===== config.mk =====
export PLATFORM = sky130hd
export DESIGN_NAME = reg_bus_endpoint
export DESIGN_NICKNAME = d
export VERILOG_FILES = /design/src/rtl/reg_bus_endpoint_pkg.sv /design/src/rtl/reg_ep_dbg_fifo.sv /design/src/rtl/reg_bus_endpoint.sv
export SDC_FILE = /design/constraint.sdc
export NUM_CORES = 1
export LEC_CHECK = 0
export ABC_AREA = 1
export CAP_MARGIN = 20
export CORE_ASPECT_RATIO = 1.2
export CORE_MARGIN = 5
export CORE_UTILIZATION = 60
export CTS_BUF_LIST = sky130_fd_sc_hd__clkbuf_4
export DETAILED_ROUTE_END_ITERATION = 12
export PLACE_DENSITY = 0.82
export SLEW_MARGIN = 0
export SYNTH_ARGS = -nofsm -noshare
export SYNTH_HDL_FRONTEND = slang
export SYNTH_HIERARCHICAL = 1
export SYNTH_SLANG_ARGS = --single-unit

===== constraint.sdc =====
create_clock -name clk -period 5.02 [get_ports clk]
set_input_delay 0.753 -clock clk [delete_from_list [all_inputs] [get_ports clk]]
set_output_delay 0.753 -clock clk [all_outputs]
set_load 0.03 [all_outputs]

===== src/rtl/reg_bus_endpoint_pkg.sv =====
// Shared definitions for the per-component register bus responder.
// Holds the byte-address map of the endpoint and the register data type.
// No ports: imported by reg_bus_endpoint and reg_ep_dbg_fifo.
package reg_bus_endpoint_pkg;

    typedef logic [31:0] reg_data_t;

    localparam logic [7:0] REG_EP_CFG_BASE   = 8'h00;
    localparam logic [7:0] REG_EP_CTR_BASE   = 8'h40;
    localparam logic [7:0] REG_EP_CTR_CLEAR  = 8'h60;
    localparam logic [7:0] REG_EP_CTR_ENABLE = 8'h64;
    localparam logic [7:0] REG_EP_DBG_COUNT  = 8'h70;
    localparam logic [7:0] REG_EP_DBG_POP    = 8'h74;
    localparam logic [7:0] REG_EP_DBG_DROPPED = 8'h78;

endpackage


===== src/rtl/reg_ep_dbg_fifo.sv =====
// Synchronous debug-word FIFO for the register bus endpoint.
// Ports:
//   clk, rstn  : clock, synchronous active-low reset (contents are lost)
//   i_push     : push i_data; refused when full unless a pop happens too
//   i_data     : word to push
//   i_pop      : pop the head word; ignored when empty
//   o_head     : current head word (meaningless when o_count is 0)
//   o_count    : occupancy, 0 .. 2**LOG_DEPTH
//   o_full     : occupancy equals depth
module reg_ep_dbg_fifo
    import reg_bus_endpoint_pkg::*;
#(
    parameter int LOG_DEPTH = 4
) (
    input  logic               clk,
    input  logic               rstn,
    input  logic               i_push,
    input  logic [31:0]        i_data,
    input  logic               i_pop,
    output logic [31:0]        o_head,
    output logic [LOG_DEPTH:0] o_count,
    output logic               o_full
);

    localparam int DEPTH = 1 << LOG_DEPTH;
    localparam logic [LOG_DEPTH:0] FULL_COUNT = DEPTH[LOG_DEPTH:0];

    reg_data_t              r_mem [DEPTH];
    logic [LOG_DEPTH-1:0]   r_wptr;
    logic [LOG_DEPTH-1:0]   r_rptr;
    logic [LOG_DEPTH:0]     r_count;

    logic w_full;
    logic w_do_pop;
    logic w_do_push;

    // A pop frees a slot in the same cycle, so a push into a full FIFO is
    // still accepted when it coincides with a pop.
    assign w_full    = (r_count == FULL_COUNT);
    assign w_do_pop  = i_pop && (r_count != '0);
    assign w_do_push = i_push && (!w_full || w_do_pop);

    // Pointers are LOG_DEPTH bits wide, so they wrap modulo the depth.
    always_ff @(posedge clk) begin
        if (!rstn) begin
            r_wptr  <= '0;
            r_rptr  <= '0;
            r_count <= '0;
        end else begin
            if (w_do_push) r_wptr <= r_wptr + 1'b1;
            if (w_do_pop)  r_rptr <= r_rptr + 1'b1;
            case ({w_do_push, w_do_pop})
                2'b10:   r_count <= r_count + 1'b1;
                2'b01:   r_count <= r_count - 1'b1;
                default: r_count <= r_count;
            endcase
        end
    end

    // Storage needs no reset; occupancy decides which entries are valid.
    always_ff @(posedge clk) begin
        if (w_do_push) r_mem[r_wptr] <= i_data;
    end

    assign o_head  = r_mem[r_rptr];
    assign o_count = r_count;
    assign o_full  = w_full;

endmodule


===== src/rtl/reg_bus_endpoint.sv =====
// Responder end of one component's register bus slot.
// Holds config registers, saturating event counters with per-counter
// enables, and a debug-word FIFO drained one word per DBG_POP read.
// Ports:
//   clk, rstn          : clock, synchronous active-low reset
//   reg_bus_wvalid/waddr/wdata   : single-cycle write strobe, byte address, data
//   reg_bus_arvalid/araddr       : single-cycle read strobe, byte address
//   reg_bus_rvalid/rdata         : read response, one cycle after arvalid
//   cfg_out            : config registers, cfg i at [32i +: 32]
//   ctr_event          : per-counter increment strobes
//   dbg_valid/dbg_data : debug word push
module reg_bus_endpoint
    import reg_bus_endpoint_pkg::*;
#(
    parameter int        N_CFG         = 8,
    parameter int        N_CTR         = 4,
    parameter int        LOG_DBG_DEPTH = 4,
    parameter reg_data_t UNMAPPED_DATA = 32'hDEAD_BEEF
) (
    input  logic                  clk,
    input  logic                  rstn,
    input  logic                  reg_bus_wvalid,
    input  logic [7:0]            reg_bus_waddr,
    input  logic [31:0]           reg_bus_wdata,
    input  logic                  reg_bus_arvalid,
    input  logic [7:0]            reg_bus_araddr,
    output logic                  reg_bus_rvalid,
    output logic [31:0]           reg_bus_rdata,
    output logic [N_CFG*32-1:0]   cfg_out,
    input  logic [N_CTR-1:0]      ctr_event,
    input  logic                  dbg_valid,
    input  logic [31:0]           dbg_data
);

    // Decoding works on word addresses; the byte-lane bits are ignored.
    localparam logic [5:0] CFG_WORD     = REG_EP_CFG_BASE[7:2];
    localparam logic [5:0] CTR_WORD     = REG_EP_CTR_BASE[7:2];
    localparam logic [5:0] CLEAR_WORD   = REG_EP_CTR_CLEAR[7:2];
    localparam logic [5:0] ENABLE_WORD  = REG_EP_CTR_ENABLE[7:2];
    localparam logic [5:0] COUNT_WORD   = REG_EP_DBG_COUNT[7:2];
    localparam logic [5:0] POP_WORD     = REG_EP_DBG_POP[7:2];
    localparam logic [5:0] DROPPED_WORD = REG_EP_DBG_DROPPED[7:2];

    reg_data_t          r_cfg [N_CFG];
    logic [N_CTR-1:0]   r_ctr_en;
    reg_data_t          r_dropped;
    logic               r_rvalid;
    reg_data_t          r_rdata;

    logic [5:0]             w_wword;
    logic [5:0]             w_rword;
    logic [3:0]             w_unused_addr_bits;
    logic                   w_ctr_clear;
    logic                   w_pop_req;
    logic                   w_drop;
    reg_data_t              w_ctr [N_CTR];
    reg_data_t              w_rd_data;
    logic [31:0]            w_dbg_head;
    logic [LOG_DBG_DEPTH:0] w_dbg_count;
    logic                   w_dbg_full;

    assign w_wword            = reg_bus_waddr[7:2];
    assign w_rword            = reg_bus_araddr[7:2];
    assign w_unused_addr_bits = {reg_bus_waddr[1:0], reg_bus_araddr[1:0]};
    assign w_ctr_clear        = reg_bus_wvalid && (w_wword == CLEAR_WORD);
    assign w_pop_req          = reg_bus_arvalid && (w_rword == POP_WORD);

    // A full FIFO is never empty, so a pop request in the same cycle always
    // frees a slot and the push is not lost.
    assign w_drop = dbg_valid && w_dbg_full && !w_pop_req;

    reg_ep_dbg_fifo #(
        .LOG_DEPTH (LOG_DBG_DEPTH)
    ) u_dbg_fifo (
        .clk     (clk),
        .rstn    (rstn),
        .i_push  (dbg_valid),
        .i_data  (dbg_data),
        .i_pop   (w_pop_req),
        .o_head  (w_dbg_head),
        .o_count (w_dbg_count),
        .o_full  (w_dbg_full)
    );

    // Config registers, counter enables and the dropped-push counter.
    // A DBG_DROPPED write wins over a simultaneous drop.
    always_ff @(posedge clk) begin
        if (!rstn) begin
            for (int i = 0; i < N_CFG; i++) r_cfg[i] <= '0;
            r_ctr_en  <= '1;
            r_dropped <= '0;
        end else begin
            for (int i = 0; i < N_CFG; i++) begin
                if (reg_bus_wvalid && (w_wword == CFG_WORD + 6'(i)))
                    r_cfg[i] <= reg_bus_wdata;
            end
            if (reg_bus_wvalid && (w_wword == ENABLE_WORD))
                r_ctr_en <= reg_bus_wdata[N_CTR-1:0];
            if (reg_bus_wvalid && (w_wword == DROPPED_WORD))
                r_dropped <= '0;
            else if (w_drop && (r_dropped != '1))
                r_dropped <= r_dropped + 32'd1;
        end
    end

    // Saturating event counters; a clear wins over an increment. The
    // enable used is the one in force before any same-cycle enable write.
    for (genvar g = 0; g < N_CTR; g++) begin : g_ctr
        reg_data_t r_ctr;
        always_ff @(posedge clk) begin
            if (!rstn)
                r_ctr <= '0;
            else if (w_ctr_clear)
                r_ctr <= '0;
            else if (ctr_event[g] && r_ctr_en[g] && (r_ctr != '1))
                r_ctr <= r_ctr + 32'd1;
        end
        assign w_ctr[g] = r_ctr;
    end

    for (genvar g = 0; g < N_CFG; g++) begin : g_cfg_out
        assign cfg_out[32*g +: 32] = r_cfg[g];
    end

    // Read mux over pre-update register values, so a read that coincides
    // with a write or increment returns the old contents.
    always_comb begin
        w_rd_data = UNMAPPED_DATA;
        for (int i = 0; i < N_CFG; i++) begin
            if (w_rword == CFG_WORD + 6'(i)) w_rd_data = r_cfg[i];
        end
        for (int i = 0; i < N_CTR; i++) begin
            if (w_rword == CTR_WORD + 6'(i)) w_rd_data = w_ctr[i];
        end
        if (w_rword == CLEAR_WORD)   w_rd_data = '0;
        if (w_rword == ENABLE_WORD)  w_rd_data = 32'(r_ctr_en);
        if (w_rword == COUNT_WORD)   w_rd_data = 32'(w_dbg_count);
        if (w_rword == POP_WORD)     w_rd_data = (w_dbg_count != '0) ? w_dbg_head : '0;
        if (w_rword == DROPPED_WORD) w_rd_data = r_dropped;
    end

    // Read response: one-cycle pulse, data held between responses.
    always_ff @(posedge clk) begin
        if (!rstn) begin
            r_rvalid <= 1'b0;
            r_rdata  <= '0;
        end else begin
            r_rvalid <= reg_bus_arvalid;
            if (reg_bus_arvalid) r_rdata <= w_rd_data;
        end
    end

    assign reg_bus_rvalid = r_rvalid;
    assign reg_bus_rdata  = r_rdata;

endmodule


# --- After elaboration in Yosys (flattened, before gate mapping) ---
# Memories as Yosys holds them, arrays and structs flattened. A register that Yosys moved wholly into a read port is not among the register bits.
# Index checks and enable logic that the tools add are counted.
totals:
  regBits: 210
  mem_bits_rw: 768
  in_bits: 89
  memories: 2
mem_list:
  columns: ["memory", "depth", "word_bits", "read_ports", "rd_clocked_by_memory_dff", "wr", "line_no", "rtl"]
  rows:
  - ["u_dbg_fifo.r_mem", 16, 32, 1, 1, 1, "reg_ep_dbg_fifo.sv:28", "reg_data_t r_mem [DEPTH];"]
  - ["r_cfg", 8, 32, 8, 0, 8, "reg_bus_endpoint.sv:44", "reg_data_t r_cfg [N_CFG];"]
classes:
  eq_ne: 34
  add_sub_neg: 9
  bitwise: 9
  reduce_logical: 34
  muxes: 56
ops:
  columns: ["op", "n"]
  rows:
  - ["$mux 32", 26]
  - ["$add 32x1->32 const B", 5]
  - ["$ne 32x32->1 const B", 5]
  - ["$eq 6x5->1 const B", 12]
  - ["$eq 6x3->1 const B", 8]
  - ["$mux 1", 27]
  - ["$logic_and 1x1->1", 25]
  - ["$eq 6x2->1 const B", 4]
  - ["$eq 6x1->1 const B", 2]
  - ["$logic_not 6->1", 2]
  - ["$pmux 5 s2", 1]
  - ["$add 4x1->4 const B", 2]
  - ["$mux 4", 2]
  - ["$or 1x1->1", 8]
  - ["$add 5x1->5 const B", 1]
  - ["$eq 5x5->1 const B", 1]
  - ["$reduce_bool 5->1", 1]
  - ["$sub 5x1->5 const B", 1]
  - ["$reduce_or 2->1", 2]
  - ["$eq 2x1->1 const B", 1]
  - ["$eq 2x2->1 const B", 1]
  - ["$logic_not 1->1", 2]
  - ["$reduce_bool 2->1", 1]
  - ["$logic_or 1x1->1", 1]
  - ["$not 1->1", 1]

# --- Depth between registers and ports, before layout ---
depth:
  ltp_word: 18
  depth_mapped: 17
  depth_no_buf: 17

# --- Cells and area by module ---
# Netlist, hierarchy kept.
modules_own_cells:
  columns: ["mod", "n_inst", "seq_area_each_um2", "area_each_um2", "cells_each"]
  rows:
  - ["reg_bus_endpoint", 1, 11631.2, 23264.8, 3003]
  - ["reg_ep_dbg_fifo", 1, 15715.1, 21883.5, 1743]

# --- Worst setup path after synthesis ---
# No wires, ideal clock.
synth_timing:
  path_kind: "input-to-reg"
  from: "input port reg_bus_waddr[6]"
  to: "memory r_cfg[1][100] (netlist bit) (enable)"
  n_path_buf: 0
  stages: 3
  setup_slack_ns: 1.101
  t_arrival_ns: 3.454
  path_cell_list: "nor3_1 nand2_1 o21ai_0"
synth_lines:
  columns: ["item", "line_no", "rtl"]
  rows:
  - ["start, declared", "reg_bus_endpoint.sv:23", "input logic [7:0] reg_bus_waddr,"]
  - ["end, declared", "reg_bus_endpoint.sv:44", null]

==> flow_summary.yaml <==
run_status:
  outcome: "finished clean"
clock_network:
  htreeDepth: 4
  cts.repair.resized: 0
  cts_setup_buffers: 0
  cts_root_buf: "clkbuf_4"
  cts_buffers: 229
  cts_tree: "done"
  cts-hold-fix-buffers: 0
  cts.sinks: 982
  clk_pin_slew_ns: 0.07
  cts_buffer_depth: 3
  insertion_delay_ns: 1.16
hold_path:
  min_path_type: "input pin to register"
  min_from: "rstn"
  hold_depth: 3
  holdPathEnd: "r_ctr_en[2]"
timing:
  setup_violations: 0
  skew_ns: 0.109
  relSlewSlack_pct: 29.4
  hold_violations: 0
  rsz0062_at_grt: "no"
  period_needed_ns: 3.15
  period_share_pct: 62.7
  slew_violations: 0
  tns_ns: 0
  worstMarginPinSlew_ns: 1.06
  fmax_mhz: 318
global_route:
  antenna_found_initial: 5
  grt.total_usage_pct: 34.8
  grt_max_degree: 152
  grt_pass1_vias: 35400
  overflow: 0
  grt_pass1_wl_mm: 210
synth:
  synth_top_family_by_area: "simple AND/OR/NAND/NOR gates"
  seq_area_frac_synth_pct: 60.6
  synthTopCellsByArea: "edfxtp_1 (51%), dfxtp_1 (9.5%), nand2_1 (7.7%)"
  synth_top_area_share_pct: 51.1
  synth_xor_area_share_pct: 1.32
  post_synth_num_cell_types: 58
  synthMuxAreaShare_pct: 0
  synth-simple-area-share_pct: 20.1
  ys.flop_type: "edfxtp_1"
  synth_compound_area_share_pct: 9.71
  synth_cells: 4746
  yosys_warnings: 6
  synth_area_um2: 45100
  synth_edf_count: 768
  synth_fp_nets: 4849
  syn_area_per_cell_um2: 9.51
  ys_ff_latch: 982
  async_flop_share_pct: 0
  synth_fa_ha_area_share_pct: 0.405
  yosys.area.top_type: "edfxtp_1"
  yosysMostFrequentCell: "nand2_1"
  yosys-top-cells-count: "nand2_1 (931), edfxtp_1 (768), inv_1 (601)"
route:
  drt_iter0_markers: 3987
  vias: 37300
  wl_per_cell_um: 22.6
  antenna_left: 0
  drtPass1Iterations: 6
  viasPerCell: 5.82
  drc: 0
  wirelength_mm: 144
power_and_ir_drop:
  p_seq_share_pct: 54.4
  p_clk_share_pct: 37.5
  p_switching_mw: 4.28
  internal-power_mw: 12.5
  comb_power_share_pct: 8.1
  p_leak_nw: 19.2
  cellPowerDensity_nw_per_um2: 320
  ir_worst_vdd_uv: 283
  swShare_pct: 25.5
critical_path:
  crit_path_end_kind: "primary output"
  startpoint_type: "register"
  worst_path_largest_cell_delay_ns: 0.80
  r2r_cells: 15
  crit_family: "buffers and inverters"
  path_cells: "clkdlybuf4s50_1"
  worst-path-buf-inv: 1
  startpoint: "r_cfg[0][28]"
  worstSetupPathType: "register to primary output"
  timing.rr.end: "g_ctr[1].r_ctr[15]"
  cp_data_required_time_ns: 4.27
  cp.arrival_ns: 2.39
  slowest_stage: "clkdlybuf4s50_1"
  r2r_setup_slack_ns: 2.02
  worstReg2RegStart: "g_ctr[1].r_ctr[1]"
  path_max_fanout: 2
layout:
  num-fill-cells: 5582
  drive_gt1_share_pct: 10.5
  area.growth.synth_to_final_pct: 16.4
  nets: 5303
  design_area_um2: 52600
floorplan:
  rows: 110
  ios: 378
  core_um2: 74900
  dieArea_um2: 80900
  die_w_um: 260
  die_height_um: 310
  start_util_pct: 60.3
place:
  placed_cell_area_um2: 49700
  gp_congestion: 1.01
  hpwl_mm: 98.7
  portBuffers: 373
run:
  max_cap_violations: 0
## state kept, by name (all words and copies together), names as in the netlist, named ones only
register / cells
u_dbg_fifo/r_mem: 512
r_dropped: 32
g_ctr.r_ctr: 128
u_dbg_fifo/r_rptr: 4
u_dbg_fifo/o_count: 5
r_ctr_en: 4
r_cfg: 256
u_dbg_fifo/r_wptr: 4
reg_bus_rdata: 32
reg_bus_rvalid: 1
## metrics by stage
stage	utilization, %	worst slack, ns	power (mW)	hold WS [ns]	std cells
after floorplan	-	1.10	9.91	0.443	4746
after global placement	66.3	1.04	10.6	0.452	5977
after detailed placement	66.3	1.01	10.7	0.457	5977
after CTS	70.2	1.83	16.9	0.131	6390
after global routing	70.2	1.79	17.4	0.148	6399
final	70.2	1.87	16.8	0.224	6403
## placed cells by master, fill, tap and decap left out, drive strengths merged, types with 2 or more instances in the layout
cell,count
xor2,67
clkdlybuf4s50,372
a21oi,359
bufinv,2
nor4,33
inv,621
edfxtp,768
o211ai,138
a211oi,2
or2,57
nor3b,7
o211a,2
and3,4
nor3,118
nand3b,2
a31oi,9
o22ai,10
nand2,947
nand3,320
clkbuf,330
nand4,73
o21bai,2
nor2,519
buf,65
dfxtp,214
o21ba,2
diode,13
clkinvlp,3
o21a,5
o21ai,236
ha,13
clkinv,75
## worst max-delay path by stage
stage                                    to  slack (ns)  cells past startpoint
after floorplan               r_cfg[1][100]        1.10                      3
after global placement    reg_bus_rdata[21]        1.04                     16
after detailed placement   reg_bus_rdata[1]        1.01                     16
after CTS                      cfg_out[203]        1.83                      1
after global routing           cfg_out[203]        1.79                      1
final                           cfg_out[28]        1.87                      1
## power by group through the flow
stage | Clock [mW] | Combinational, mW | Sequential (mW)
2_1_floorplan | 0 | 0.369 | 9.54
3_3_place_gp | 0 | 1.33 | 9.30
3_5_place_dp | 0 | 1.35 | 9.31
4_1_cts | 6.38 | 1.35 | 9.13
5_1_grt | 6.82 | 1.43 | 9.14
6_report | 6.29 | 1.37 | 9.14
## cell type report
class,count,area (um^2),share of cell area (%)
timing repair buffer,437,4300,8.17
tap,1008,1260,2.40
clock buffer,330,2480,4.71
clock inverter,83,407,0.774
antenna,13,32.5,0.0619
sequential,982,27400,52.0
inverter,618,2320,4.42
multi-input combinational,2932,14400,27.4
## cells by family after synthesis
| family | Yosys count |
|---|---|
| simple gates | 2081 |
| xor+xnor | 68 |
| flops | 982 |
| buf+inv | 832 |
| fa+ha+maj | 14 |
| compound gates | 769 |
## per-layer routing
metal  wire (um)  track usage [%]  part of all wire, %  vias up
met5           0                0                    0        -
met4       12000             24.7                  8.3        0
met3       15800             8.49                   11      526
met2       68600             57.6                   48     2366
met1       48000             39.8                   33    17300
li1            -                -                    -    17100
Note: power is estimated with default switching activity, not from simulation.
